==> config.mk <==
export PLATFORM = sky130hd
export DESIGN_NAME = orv64_amo_seq
export DESIGN_NICKNAME = d
export VERILOG_FILES = /design/src/rtl/orv64_amo_seq.sv
export SDC_FILE = /design/constraint.sdc
export NUM_CORES = 1
export LEC_CHECK = 0
export BUFFER_PORTS_ARGS = -buffer_cell sky130_fd_sc_hd__buf_2
export CELL_PAD_IN_SITES_DETAIL_PLACEMENT = 0
export CELL_PAD_IN_SITES_GLOBAL_PLACEMENT = 1
export CORE_ASPECT_RATIO = 1.2
export CORE_MARGIN = 3
export CORE_UTILIZATION = 30
export DETAILED_ROUTE_END_ITERATION = 7
export GPL_TIMING_DRIVEN = 0
export PLACE_DENSITY_LB_ADDON = 0.1
export SYNTH_ARGS = -nofsm -noshare
export SYNTH_HDL_FRONTEND = slang
export SYNTH_SLANG_ARGS = --single-unit
==> constraint.sdc <==
create_clock -name clk -period 15.6 [get_ports clk]
set_clock_uncertainty 0.05 [all_clocks]
set_input_delay 3.12 -clock clk [delete_from_list [all_inputs] [get_ports clk]]
set_output_delay 3.12 -clock clk [all_outputs]
set_load 0.005 [all_outputs]
==> src/rtl/orv64_amo_seq.sv <==
// orv64_amo_seq: runs one RISC-V AMO (.W/.D) on the single L1D$ port as a
// locked load, an ALU step and a store/unlock. The original memory value goes
// back to MA, which completes the AMO.
//
// Ports:
//   clk, rst          core clock, asynchronous active-high reset
//   req_*             AMO request from EX (op, width, address, rs2 operand)
//   kill              pipeline flush; only honoured before the locked load is accepted
//   dc_req_*          request to the L1D$ (locked load, then store/unlock)
//   dc_resp_*         L1D$ response (data, access/page fault)
//   done_*            result to MA (old value, misaligned, D$ exception)
//   busy              a sequence is in flight (state != IDLE)
module orv64_amo_seq #(
    parameter int unsigned XLEN   = 64,
    parameter int unsigned ADDR_W = 39
) (
    input  logic              clk,
    input  logic              rst,
    input  logic              req_valid,
    output logic              req_ready,
    input  logic [3:0]        req_op,
    input  logic              req_is_word,
    input  logic [ADDR_W-1:0] req_addr,
    input  logic [XLEN-1:0]   req_src,
    input  logic              kill,
    output logic              dc_req_valid,
    input  logic              dc_req_ready,
    output logic              dc_req_is_store,
    output logic [ADDR_W-1:0] dc_req_addr,
    output logic [XLEN-1:0]   dc_req_wdata,
    output logic [7:0]        dc_req_mask,
    input  logic              dc_resp_valid,
    input  logic [XLEN-1:0]   dc_resp_rdata,
    input  logic              dc_resp_excp,
    output logic              done_valid,
    input  logic              done_ready,
    output logic [XLEN-1:0]   done_rdata,
    output logic              done_misaligned,
    output logic              done_dc_excp,
    output logic              busy
);

    localparam int unsigned WORD_W = 32;
    localparam int unsigned MASK_W = 8;

    localparam logic [3:0] OP_SWAP = 4'd0;
    localparam logic [3:0] OP_ADD  = 4'd1;
    localparam logic [3:0] OP_XOR  = 4'd2;
    localparam logic [3:0] OP_AND  = 4'd3;
    localparam logic [3:0] OP_OR   = 4'd4;
    localparam logic [3:0] OP_MIN  = 4'd5;
    localparam logic [3:0] OP_MAX  = 4'd6;
    localparam logic [3:0] OP_MINU = 4'd7;
    localparam logic [3:0] OP_MAXU = 4'd8;

    typedef enum logic [2:0] {
        S_IDLE,
        S_LD_REQ,
        S_LD_WAIT,
        S_ST_REQ,
        S_ST_WAIT,
        S_DONE
    } state_e;

    state_e              state_q;
    logic [3:0]          op_q;
    logic                is_word_q;
    logic                lane_hi_q;
    logic [XLEN-1:0]     src_q;
    logic [XLEN-1:0]     old_q;

    logic                req_ready_q;
    logic                dc_req_valid_q;
    logic                dc_req_is_store_q;
    logic [ADDR_W-1:0]   dc_req_addr_q;
    logic [XLEN-1:0]     dc_req_wdata_q;
    logic [MASK_W-1:0]   dc_req_mask_q;
    logic                done_valid_q;
    logic [XLEN-1:0]     done_rdata_q;
    logic                done_misaligned_q;
    logic                done_dc_excp_q;
    logic                busy_q;

    // AMO ALU. For .W only the low 32 bits of the result are meaningful;
    // compares run on 32-bit operands extended to XLEN (sign or zero).
    // Ties keep the memory value.
    function automatic logic [XLEN-1:0] amo_alu(
        input logic [3:0]      op,
        input logic            is_word,
        input logic [XLEN-1:0] mem,
        input logic [XLEN-1:0] src
    );
        logic [XLEN-1:0] a_s;
        logic [XLEN-1:0] b_s;
        logic [XLEN-1:0] a_u;
        logic [XLEN-1:0] b_u;
        logic [XLEN-1:0] res;
        logic            a_lt_b_s;
        logic            b_lt_a_s;
        logic            a_lt_b_u;
        logic            b_lt_a_u;
        if (is_word) begin
            a_s = {{(XLEN-WORD_W){mem[WORD_W-1]}}, mem[WORD_W-1:0]};
            b_s = {{(XLEN-WORD_W){src[WORD_W-1]}}, src[WORD_W-1:0]};
            a_u = {{(XLEN-WORD_W){1'b0}}, mem[WORD_W-1:0]};
            b_u = {{(XLEN-WORD_W){1'b0}}, src[WORD_W-1:0]};
        end else begin
            a_s = mem;
            b_s = src;
            a_u = mem;
            b_u = src;
        end
        a_lt_b_s = $signed(a_s) < $signed(b_s);
        b_lt_a_s = $signed(b_s) < $signed(a_s);
        a_lt_b_u = a_u < b_u;
        b_lt_a_u = b_u < a_u;
        case (op)
            OP_ADD:  res = mem + src;
            OP_XOR:  res = mem ^ src;
            OP_AND:  res = mem & src;
            OP_OR:   res = mem | src;
            OP_MIN:  res = b_lt_a_s ? src : mem;
            OP_MAX:  res = a_lt_b_s ? src : mem;
            OP_MINU: res = b_lt_a_u ? src : mem;
            OP_MAXU: res = a_lt_b_u ? src : mem;
            OP_SWAP: res = src;
            default: res = src;    // reserved encodings behave as SWAP
        endcase
        return res;
    endfunction

    // Request alignment check (.W needs 4-byte, .D needs 8-byte alignment).
    logic req_misaligned_c;
    assign req_misaligned_c = req_is_word ? (req_addr[1:0] != 2'b00)
                                          : (req_addr[2:0] != 3'b000);

    // Old value as seen by the core: selected 32-bit lane sign-extended for .W.
    logic [WORD_W-1:0] lane_c;
    logic [XLEN-1:0]   old_c;
    logic [XLEN-1:0]   new_c;
    logic [XLEN-1:0]   st_wdata_c;
    logic [MASK_W-1:0] st_mask_c;

    assign lane_c     = lane_hi_q ? dc_resp_rdata[2*WORD_W-1:WORD_W] : dc_resp_rdata[WORD_W-1:0];
    assign old_c      = is_word_q ? {{(XLEN-WORD_W){lane_c[WORD_W-1]}}, lane_c} : dc_resp_rdata;
    assign new_c      = amo_alu(op_q, is_word_q, old_c, src_q);
    // .W stores replicate the word into both lanes; the mask picks the lane.
    assign st_wdata_c = is_word_q ? XLEN'({2{new_c[WORD_W-1:0]}}) : new_c;
    assign st_mask_c  = is_word_q ? (lane_hi_q ? 8'hF0 : 8'h0F) : 8'hFF;

    // Sequencer state and registered outputs.
    always_ff @(posedge clk or posedge rst) begin
        if (rst) begin
            state_q           <= S_IDLE;
            op_q              <= 4'd0;
            is_word_q         <= 1'b0;
            lane_hi_q         <= 1'b0;
            src_q             <= '0;
            old_q             <= '0;
            req_ready_q       <= 1'b1;
            dc_req_valid_q    <= 1'b0;
            dc_req_is_store_q <= 1'b0;
            dc_req_addr_q     <= '0;
            dc_req_wdata_q    <= '0;
            dc_req_mask_q     <= '0;
            done_valid_q      <= 1'b0;
            done_rdata_q      <= '0;
            done_misaligned_q <= 1'b0;
            done_dc_excp_q    <= 1'b0;
            busy_q            <= 1'b0;
        end else begin
            case (state_q)
                S_IDLE: begin
                    if (req_valid) begin
                        op_q        <= req_op;
                        is_word_q   <= req_is_word;
                        lane_hi_q   <= req_addr[2];
                        src_q       <= req_src;
                        req_ready_q <= 1'b0;
                        busy_q      <= 1'b1;
                        if (req_misaligned_c) begin
                            state_q           <= S_DONE;
                            done_valid_q      <= 1'b1;
                            done_misaligned_q <= 1'b1;
                            done_rdata_q      <= '0;
                        end else begin
                            state_q           <= S_LD_REQ;
                            dc_req_valid_q    <= 1'b1;
                            dc_req_is_store_q <= 1'b0;
                            dc_req_addr_q     <= {req_addr[ADDR_W-1:3], 3'b000};
                            dc_req_wdata_q    <= '0;
                            dc_req_mask_q     <= 8'hFF;
                        end
                    end
                end

                // Acceptance wins over a simultaneous kill: once the locked
                // load is taken, the sequence must reach the store/unlock.
                S_LD_REQ: begin
                    if (dc_req_ready) begin
                        state_q        <= S_LD_WAIT;
                        dc_req_valid_q <= 1'b0;
                    end else if (kill) begin
                        state_q        <= S_IDLE;
                        dc_req_valid_q <= 1'b0;
                        dc_req_addr_q  <= '0;
                        dc_req_mask_q  <= '0;
                        req_ready_q    <= 1'b1;
                        busy_q         <= 1'b0;
                    end
                end

                S_LD_WAIT: begin
                    if (dc_resp_valid) begin
                        old_q <= old_c;
                        if (dc_resp_excp) begin
                            state_q        <= S_DONE;
                            done_valid_q   <= 1'b1;
                            done_dc_excp_q <= 1'b1;
                            done_rdata_q   <= old_c;
                        end else begin
                            state_q           <= S_ST_REQ;
                            dc_req_valid_q    <= 1'b1;
                            dc_req_is_store_q <= 1'b1;
                            dc_req_wdata_q    <= st_wdata_c;
                            dc_req_mask_q     <= st_mask_c;
                        end
                    end
                end

                S_ST_REQ: begin
                    if (dc_req_ready) begin
                        state_q        <= S_ST_WAIT;
                        dc_req_valid_q <= 1'b0;
                    end
                end

                S_ST_WAIT: begin
                    if (dc_resp_valid) begin
                        state_q        <= S_DONE;
                        done_valid_q   <= 1'b1;
                        done_dc_excp_q <= dc_resp_excp;
                        done_rdata_q   <= old_q;
                    end
                end

                // Hold the result until MA takes it, then return to the
                // all-zero idle output state.
                S_DONE: begin
                    if (done_ready) begin
                        state_q           <= S_IDLE;
                        req_ready_q       <= 1'b1;
                        busy_q            <= 1'b0;
                        done_valid_q      <= 1'b0;
                        done_rdata_q      <= '0;
                        done_misaligned_q <= 1'b0;
                        done_dc_excp_q    <= 1'b0;
                        dc_req_is_store_q <= 1'b0;
                        dc_req_addr_q     <= '0;
                        dc_req_wdata_q    <= '0;
                        dc_req_mask_q     <= '0;
                    end
                end

                default: begin
                    state_q <= S_IDLE;
                end
            endcase
        end
    end

    assign req_ready       = req_ready_q;
    assign dc_req_valid    = dc_req_valid_q;
    assign dc_req_is_store = dc_req_is_store_q;
    assign dc_req_addr     = dc_req_addr_q;
    assign dc_req_wdata    = dc_req_wdata_q;
    assign dc_req_mask     = dc_req_mask_q;
    assign done_valid      = done_valid_q;
    assign done_rdata      = done_rdata_q;
    assign done_misaligned = done_misaligned_q;
    assign done_dc_excp    = done_dc_excp_q;
    assign busy            = busy_q;

    // A D$ response is only legal while a request is outstanding.
    resp_only_when_waiting_a : assert property (
        @(posedge clk) disable iff (rst)
        dc_resp_valid |-> (state_q == S_LD_WAIT || state_q == S_ST_WAIT)
    ) else $error("orv64_amo_seq: dc_resp_valid outside LD_WAIT/ST_WAIT");

endmodule

==> results of run 1 <==
cell usage in the layout, fill, tap and decap left out, types with 29 or more instances in the layout:
cell type / n
a21o_1: 36
a21oi_1: 318
a221oi_1: 32
a22oi_1: 90
buf_2: 378
clkbuf_1: 161
clkbuf_16: 41
dfrtp_1: 309
ha_1: 224
inv_1: 167
mux2i_1: 40
nand2_1: 430
nand3_1: 36
nor2_1: 196
nor3_1: 36
o211ai_1: 29
o21ai_0: 337
logic make-up after synthesis:
| kind of cell | after synthesis | synth area share |
|---|---|---|
| other cells | 1 | 0.000158 |
| buf+inv | 387 | 0.0660 |
| mux | 49 | 0.0212 |
| simple gates | 823 | 0.152 |
| xor+xnor | 34 | 0.0126 |
| fa+ha+maj | 225 | 0.119 |
| compound gates | 1128 | 0.301 |
| flops | 310 | 0.328 |
power by group through the flow:
stage	Clock (mW)	Sequential [mW]	Combinational (mW)
floorplan	0	1.32	3.05
global placement	0	1.40	5.27
detailed placement	0	1.41	5.31
CTS	0.998	1.40	5.34
global route	1.03	1.44	5.82
finish	0.982	1.41	5.49
area by class of cell:
class | instances | area share
well taps | 1026 | 0.0455
clock buffers | 55 | 0.0410
inverters | 171 | 0.0230
diodes | 9 | 0.000797
repair buffers | 365 | 0.0668
plain buffers | 216 | 0.0328
multi-input cells | 2262 | 0.509
flip-flops and latches | 310 | 0.275
clock inverters | 16 | 0.00651
metal layers:
layer	vias up	GRT usage	share of wire	routed length [microns]
li1	11515	-	-	-
met1	13300	0.448	0.40	61500
met2	1414	0.581	0.46	69400
met3	355	0.0737	0.077	11700
met4	12	0.202	0.064	9810
met5	-	0	0.00050	76
metrics by stage:
stage          setup TNS (ps)  cell area, sq um  hold slack, ps   util  instances
2_1_floorplan               0             23700             412      -       2959
5_1_grt                     0             28200             446  0.362       4422
3_3_place_gp          -181490             26700             410  0.343       4343
6_report                    0             28200             421  0.362       4430
4_1_cts                     0             28200             430  0.362       4421
3_5_place_dp                0             26900             417  0.345       4350
state kept, by name (all words and copies together) (netlist names), 2 cells and up:
signal / count
src_q: 64
done_rdata: 64
op_q: 4
dc_req_wdata: 64
state_q: 3
dc_req_addr: 36
old_q: 64
dc_req_mask: 2
worst reg2reg max path, cell delays in order, from the launching register on:
cell and delay (ps):
dfrtp_1 360, clkbuf_1 440, inv_2 300, clkbuf_1 590
buf_1 1080, clkbuf_1 900, buf_1 830, a21oi_1 160
ha_1 330, nand4_1 210, nor2_1 390, o21ai_0 370
a31oi_1 770, or3_1 230, buf_6 130, mux2i_1 280
nor3_2 700, clkbuf_1 1050, o21ai_0 240, a22oi_1 1210
a311oi_1 240
how the worst min path moves through the flow:
stage / start / endpoint / depth (start not counted) / slack, ps
finish: done_rdata[16]$_DFFE_PP0P_ / done_rdata[16]$_DFFE_PP0P_ / 2 / 420
global route: done_rdata[23]$_DFFE_PP0P_ / done_rdata[23]$_DFFE_PP0P_ / 2 / 450
CTS: done_rdata[53]$_DFFE_PP0P_ / done_rdata[53]$_DFFE_PP0P_ / 2 / 430
detailed placement: dc_req_addr[8]$_DFFE_PP0P_ / dc_req_addr[8]$_DFFE_PP0P_ / 2 / 420
global placement: dc_req_addr[10]$_DFFE_PP0P_ / dc_req_addr[10]$_DFFE_PP0P_ / 2 / 410
floorplan: req_ready$_DFFE_PP1P_ / req_ready$_DFFE_PP1P_ / 2 / 410
==> run_results.csv, run 1 <==
group,metric,value,unit
pwr,power.total,7.88,mW
synthesis,synth_area,23700,sq um
setup_path,path_class,"primary input to flip-flop",
die,core,77900,sq um
die,dieArea,82300,sq um
layout,multi_input_area,14400,sq um
clock_network,clk_path_buf_depth,3,
clock_network,numCtsBuffers,40,
pwr,p_leak,13.2,nW
setup_path,end_kind,"flip-flop",
pwr,vdd_drop_max,0.000129,V
clock_network,path_clk_slew,60,ps
setup_path,cp-start-kind,"primary input",
timing,finalHoldViolations,0,
die,initial_core_util,0.304,
synthesis,synth.distinct_cells,91,
route,viasPerCell,6.00,
timing,fin_crit,12030,ps
global_routing,track_usage,0.359,
pwr,clockPowerShare,0.125,
synthesis,synth_edf_count,0,
synthesis,synth_most_common_cell,"nand2_1",
die,pin_count,362,
clock_network,cts-hold-fix-buffers,0,
layout,fillers,8440,
setup_path,path_buf_inv,6,
timing,worst_pin_slew,1530,ps
setup_path,r2r_end,"dc_req_wdata[38]$_DFFE_PP0P_",
setup_path,crit_cells,21,
setup_path,r2r_slack,4540,ps
global_routing,grt_pass1_vias,26397,
clock_network,cts_htree_levels,2,
layout,fin_nets,3771,
synthesis,yosysTopAreaCellShare,0.327,
outcome,violations,"capacitance limit, slew limit",
synthesis,synthArstFlopShare,1.00,
synthesis,synth_commonest_cells,"nand2_1, o21ai_0, a21oi_1, dfrtp_1, ha_1",
placed_design,pre_cts_ws,3530,ps
route,antenna_left,0,
clock_network,clock-sinks,310,
outcome,status,"finished, violations left",
pwr,switching_share,0.583,
pwr,switchingPower,4.60,mW
timing,post-route-period-util,0.771,
setup_path,cp-startpoint,"dc_resp_rdata[63]",
clock_network,cts_resized,0,
layout,seqCellArea,7760,sq um
setup_path,path_cells,"buf_2 -> mux2_2 -> and2_1 -> clkbuf_1 -> clkbuf_1 -> clkbuf_1 -> a21oi_1 -> ha_1 -> nand4_1 -> or4_1 -> nor2_1 -> o21ai_0 -> a31oi_1 -> or3_1 -> buf_6 -> mux2i_1 -> nor3_2 -> clkbuf_1 -> o21ai_0 -> a22oi_1 -> a311oi_1",
clock_network,clk_latency,600,ps
setup_path,critical_path.top_delay_family,"compound AO/OA/AOI/OAI gates",
synthesis,ys_ff_latch,310,
route,drt-pass1-iter-count,6,
route,num_vias,26596,
flow_run,maxCapViolCount,1,
route,wl_per_cell,34.4,microns
setup_path,crit_arrival,12370,ps
synthesis,yosysSeqAreaShare,0.328,
global_routing,grt_pass1_wl,210000,microns
pwr,p_int,3.28,mW
clock_network,cts_tree,"built",
setup_path,crit_top_cell,"clkbuf_1",
die,fp.dieH,314,microns
pwr,seq_power_share,0.178,
hold_path,hold_path.class,"flip-flop to flip-flop",
global_routing,grt_overflow_total,0,
synthesis,syn_inst,2957,
route,drc,0,
setup_path,crit_required,15950,ps
timing,max_freq,0.0831,GHz
setup_path,crit_slowest_cell,"a22oi_1",
synthesis,yosys-top-cells-area,"dfrtp_1, ha_1, o21ai_0",
clock_network,root_buffer,"clkbuf_16",
timing,relSlewSlack,-0.0216,
placed_design,gp_congestion,1.01,
synthesis,synth_flop_cell,"dfrtp_1",
placed_design,io_buffers,358,
setup_path,reg2reg_from,"is_word_q$_DFFE_PP0P_",
timing,fin_ws,3570,ps
pwr,power_density,279,nW/um^2
pwr,combinationalPowerShare,0.697,
synthesis,syn_avg_cell_area,8.00,sq um
global_routing,grt_start_max_net_pins,120,
setup_path,crit_path_max_fanout,10,
timing,rsz0062_at_grt,"false",
layout,drive_gt1_frac,0.156,
die,die_w,262,microns
placed_design,place.detailed.hpwl,121000,microns
setup_path,cpPeakStageDelay,1210,ps
setup_path,r2r_cells,20,
timing,setup_viol,0,
clock_network,post_cts_buffers,0,
setup_path,crit_end,"dc_req_wdata[38]$_DFFE_PP0P_",
synthesis,ys_warn_count,0,
synthesis,synth_area_leader_cell,"dfrtp_1",
route,routed_wirelength,153000,microns
die,row_count,112,
layout,area_growth,19.4,%
global_routing,antenna_found_initial,14,
route,drt_iter0_markers,2821,
timing,drv_slew,2,
Power figures use the tool's default switching activity.
==> run 2: changes to the inputs <==
- ABC_AREA: default -> 1
- clock period: 15.6 -> 11.3 ns (I/O delays scaled with it)
==> run_results.csv, run 2 <==
group,metric,value,unit
global_routing,grt.busiest_layer,"met2",
clock_network,path_clk_slew,60,ps
timing,fin_crit,7530,ps
global_routing,grt_pass1_vias,32768,
synthesis,ys_ff_latch,310,
die,initial_core_util,0.303,
timing,worst_pin_slew,1480,ps
die,die_w,285,microns
global_routing,grt_overflow_total,0,
timing,relSlewSlack,0.00854,
clock_network,clock-sinks,310,
setup_path,cp-start-kind,"primary input",
clock_network,cts_htree_levels,2,
outcome,status,"finished, violations left",
die,fp.dieH,341,microns
global_routing,grt_start_max_net_pins,116,
die,row_count,122,
global_routing,grt_pass1_wl,238000,microns
synthesis,yosysTopAreaCellShare,0.276,
synthesis,synth_flop_cell,"dfrtp_1",
die,core,92400,sq um
global_routing,gr-usage-met2,0.576,
setup_path,crit_path_max_fanout,10,
clock_network,cts_tree,"built",
route,routed_wirelength,172000,microns
clock_network,root_buffer,"clkbuf_16",
clock_network,clk_latency,610,ps
global_routing,met1_usage,0.403,
synthesis,yosys-top-cells-area,"dfrtp_1, nand2_1, ha_1",
die,dieArea,97000,sq um
timing,finalHoldViolations,0,
synthesis,synth_area,28000,sq um
flow_run,maxCapViolCount,1,
clock_network,numCtsBuffers,41,
synthesis,synth_most_common_cell,"nand2_1",
setup_path,end_kind,"flip-flop",
route,drc,0,
route,num_vias,33881,
timing,max_freq,0.133,GHz
timing,drv_slew,0,
setup_path,path_class,"primary input to flip-flop",
synthesis,synth_edf_count,0,
layout,drive_gt1_frac,0.114,
global_routing,track_usage,0.342,
timing,tns,0,ps
route,drt_iter0_markers,3598,
synthesis,synthArstFlopShare,1.00,
setup_path,crit_arrival,7960,ps
route,viasPerCell,5.54,
hold_path,hold_path.class,"flip-flop to flip-flop",
setup_path,crit_required,11730,ps
layout,area_growth,17.3,%
timing,fin_ws,3770,ps
layout,fin_nets,5254,
route,drt-pass1-iter-count,6,
clock_network,clk_path_buf_depth,3,
timing,rsz0062_at_grt,"false",
route,wl_per_cell,28.2,microns
clock_network,post_cts_buffers,0,
placed_design,pre_cts_ws,3430,ps
placed_design,placed_cells,6046,
synthesis,ys_warn_count,0,
placed_design,place.detailed.hpwl,144000,microns
layout,fin_util,0.355,
placed_design,gp_congestion,1.01,
synthesis,syn_avg_cell_area,6.30,sq um
global_routing,grt_use_met3,0.0426,
synthesis,synth_commonest_cells,"nand2_1, nand3_1, nor2_1, inv_1, a21oi_1",
clock_network,cts_resized,0,
layout,final_common_cell,"nand2_1",
die,pin_count,362,
layout,layout_common_cells,"nand2_1, nand3_1, nor2_1",
clock_network,cts-hold-fix-buffers,0,
placed_design,io_buffers,358,
outcome,violations,"capacitance limit",
route,antenna_left,0,
synthesis,synth.distinct_cells,49,
global_routing,antenna_found_initial,4,
synthesis,yosysSeqAreaShare,0.277,
synthesis,syn_inst,4442,
layout,final_cells,6121,
synthesis,synth_area_leader_cell,"dfrtp_1",
timing,post-route-period-util,0.666,
timing,setup_viol,0,
## run 2: cell count changes after synthesis, sizes merged, moves of 43 or more
cell   delta
nor2    +275
nand3   +502
inv     +225
a22oi    -59
mux2i    -43
nand2   +799
## run 2: routing by layer
metal | part of all wire | vias up
met5 | 0.000052 | -
met4 | 0.085 | 2
met3 | 0.064 | 502
met2 | 0.47 | 1683
met1 | 0.38 | 16128
li1 | - | 15566
## run 2: per-stage QoR
step / hold WS [ps] / instance area [sq um]
5_1_grt: 441 / 32800
3_5_place_dp: 410 / 31500
3_3_place_gp: 405 / 31300
4_1_cts: 426 / 32800
2_1_floorplan: 403 / 28000
6_report: 418 / 32800
## run 2: cell families after synthesis
kind of cell | Yosys count | synth area share
AO/OA/AOI/OAI | 865 | 0.171
multiplexers | 2 | 0.000805
adder cells (fa/ha/maj) | 225 | 0.101
other | 1 | 0.000134
flip-flops | 310 | 0.277
AND/OR/NAND/NOR | 2378 | 0.356
XOR/XNOR | 1 | 0.000313
buffers and inverters | 660 | 0.0939
## run 2: path summary, 6_finish.rpt
path	slack [ps]	startpoint	cells after the start	to
worst max-delay path	3770	dc_resp_rdata[47]	21	dc_req_wdata[52]$_DFFE_PP0P_
worst min-delay path	420	busy$_DFFE_PP0P_	2	busy$_DFFE_PP0P_
worst max register to register	4600	is_word_q$_DFFE_PP0P_	22	dc_req_wdata[52]$_DFFE_PP0P_
worst min register to register	420	busy$_DFFE_PP0P_	2	busy$_DFFE_PP0P_
max in group asynchronous	8130	rst	4	old_q[51]$_DFFE_PP0P_
min in group asynchronous	1630	rst	2	done_rdata[9]$_DFFE_PP0P_
## run 2: critical path, stage by stage
cell and delay (ps):
buf_2 150, o21ai_1 1100, ha_1 550, nor2_1 210, nand2_1 90, nor3_1 480
nand4_1 280, nor2_1 460, nand2_1 360, nand2_1 190, buf_4 230, buf_4 220
nand2_1 60, nand2_1 100, nor2_1 70, nor2_1 310, nand3_1 150, nand2_1 220
nand2_1 210, nand2_1 150, nand2_1 50
## run 2: final cells by class
class,count,area [sq um]
clock inverters,18,175
fillers,10598,59500
diodes,1,2.50
plain buffers,249,1080
multi-input cells,3474,17600
repair buffers,362,1890
clock buffers,56,1180
inverters,411,1550
flip-flops and latches,310,7760
well taps,1240,1550
Power of run 2 is not shown: default switching activity piles up to over one toggle a cycle in this logic, so the estimate is an artifact.
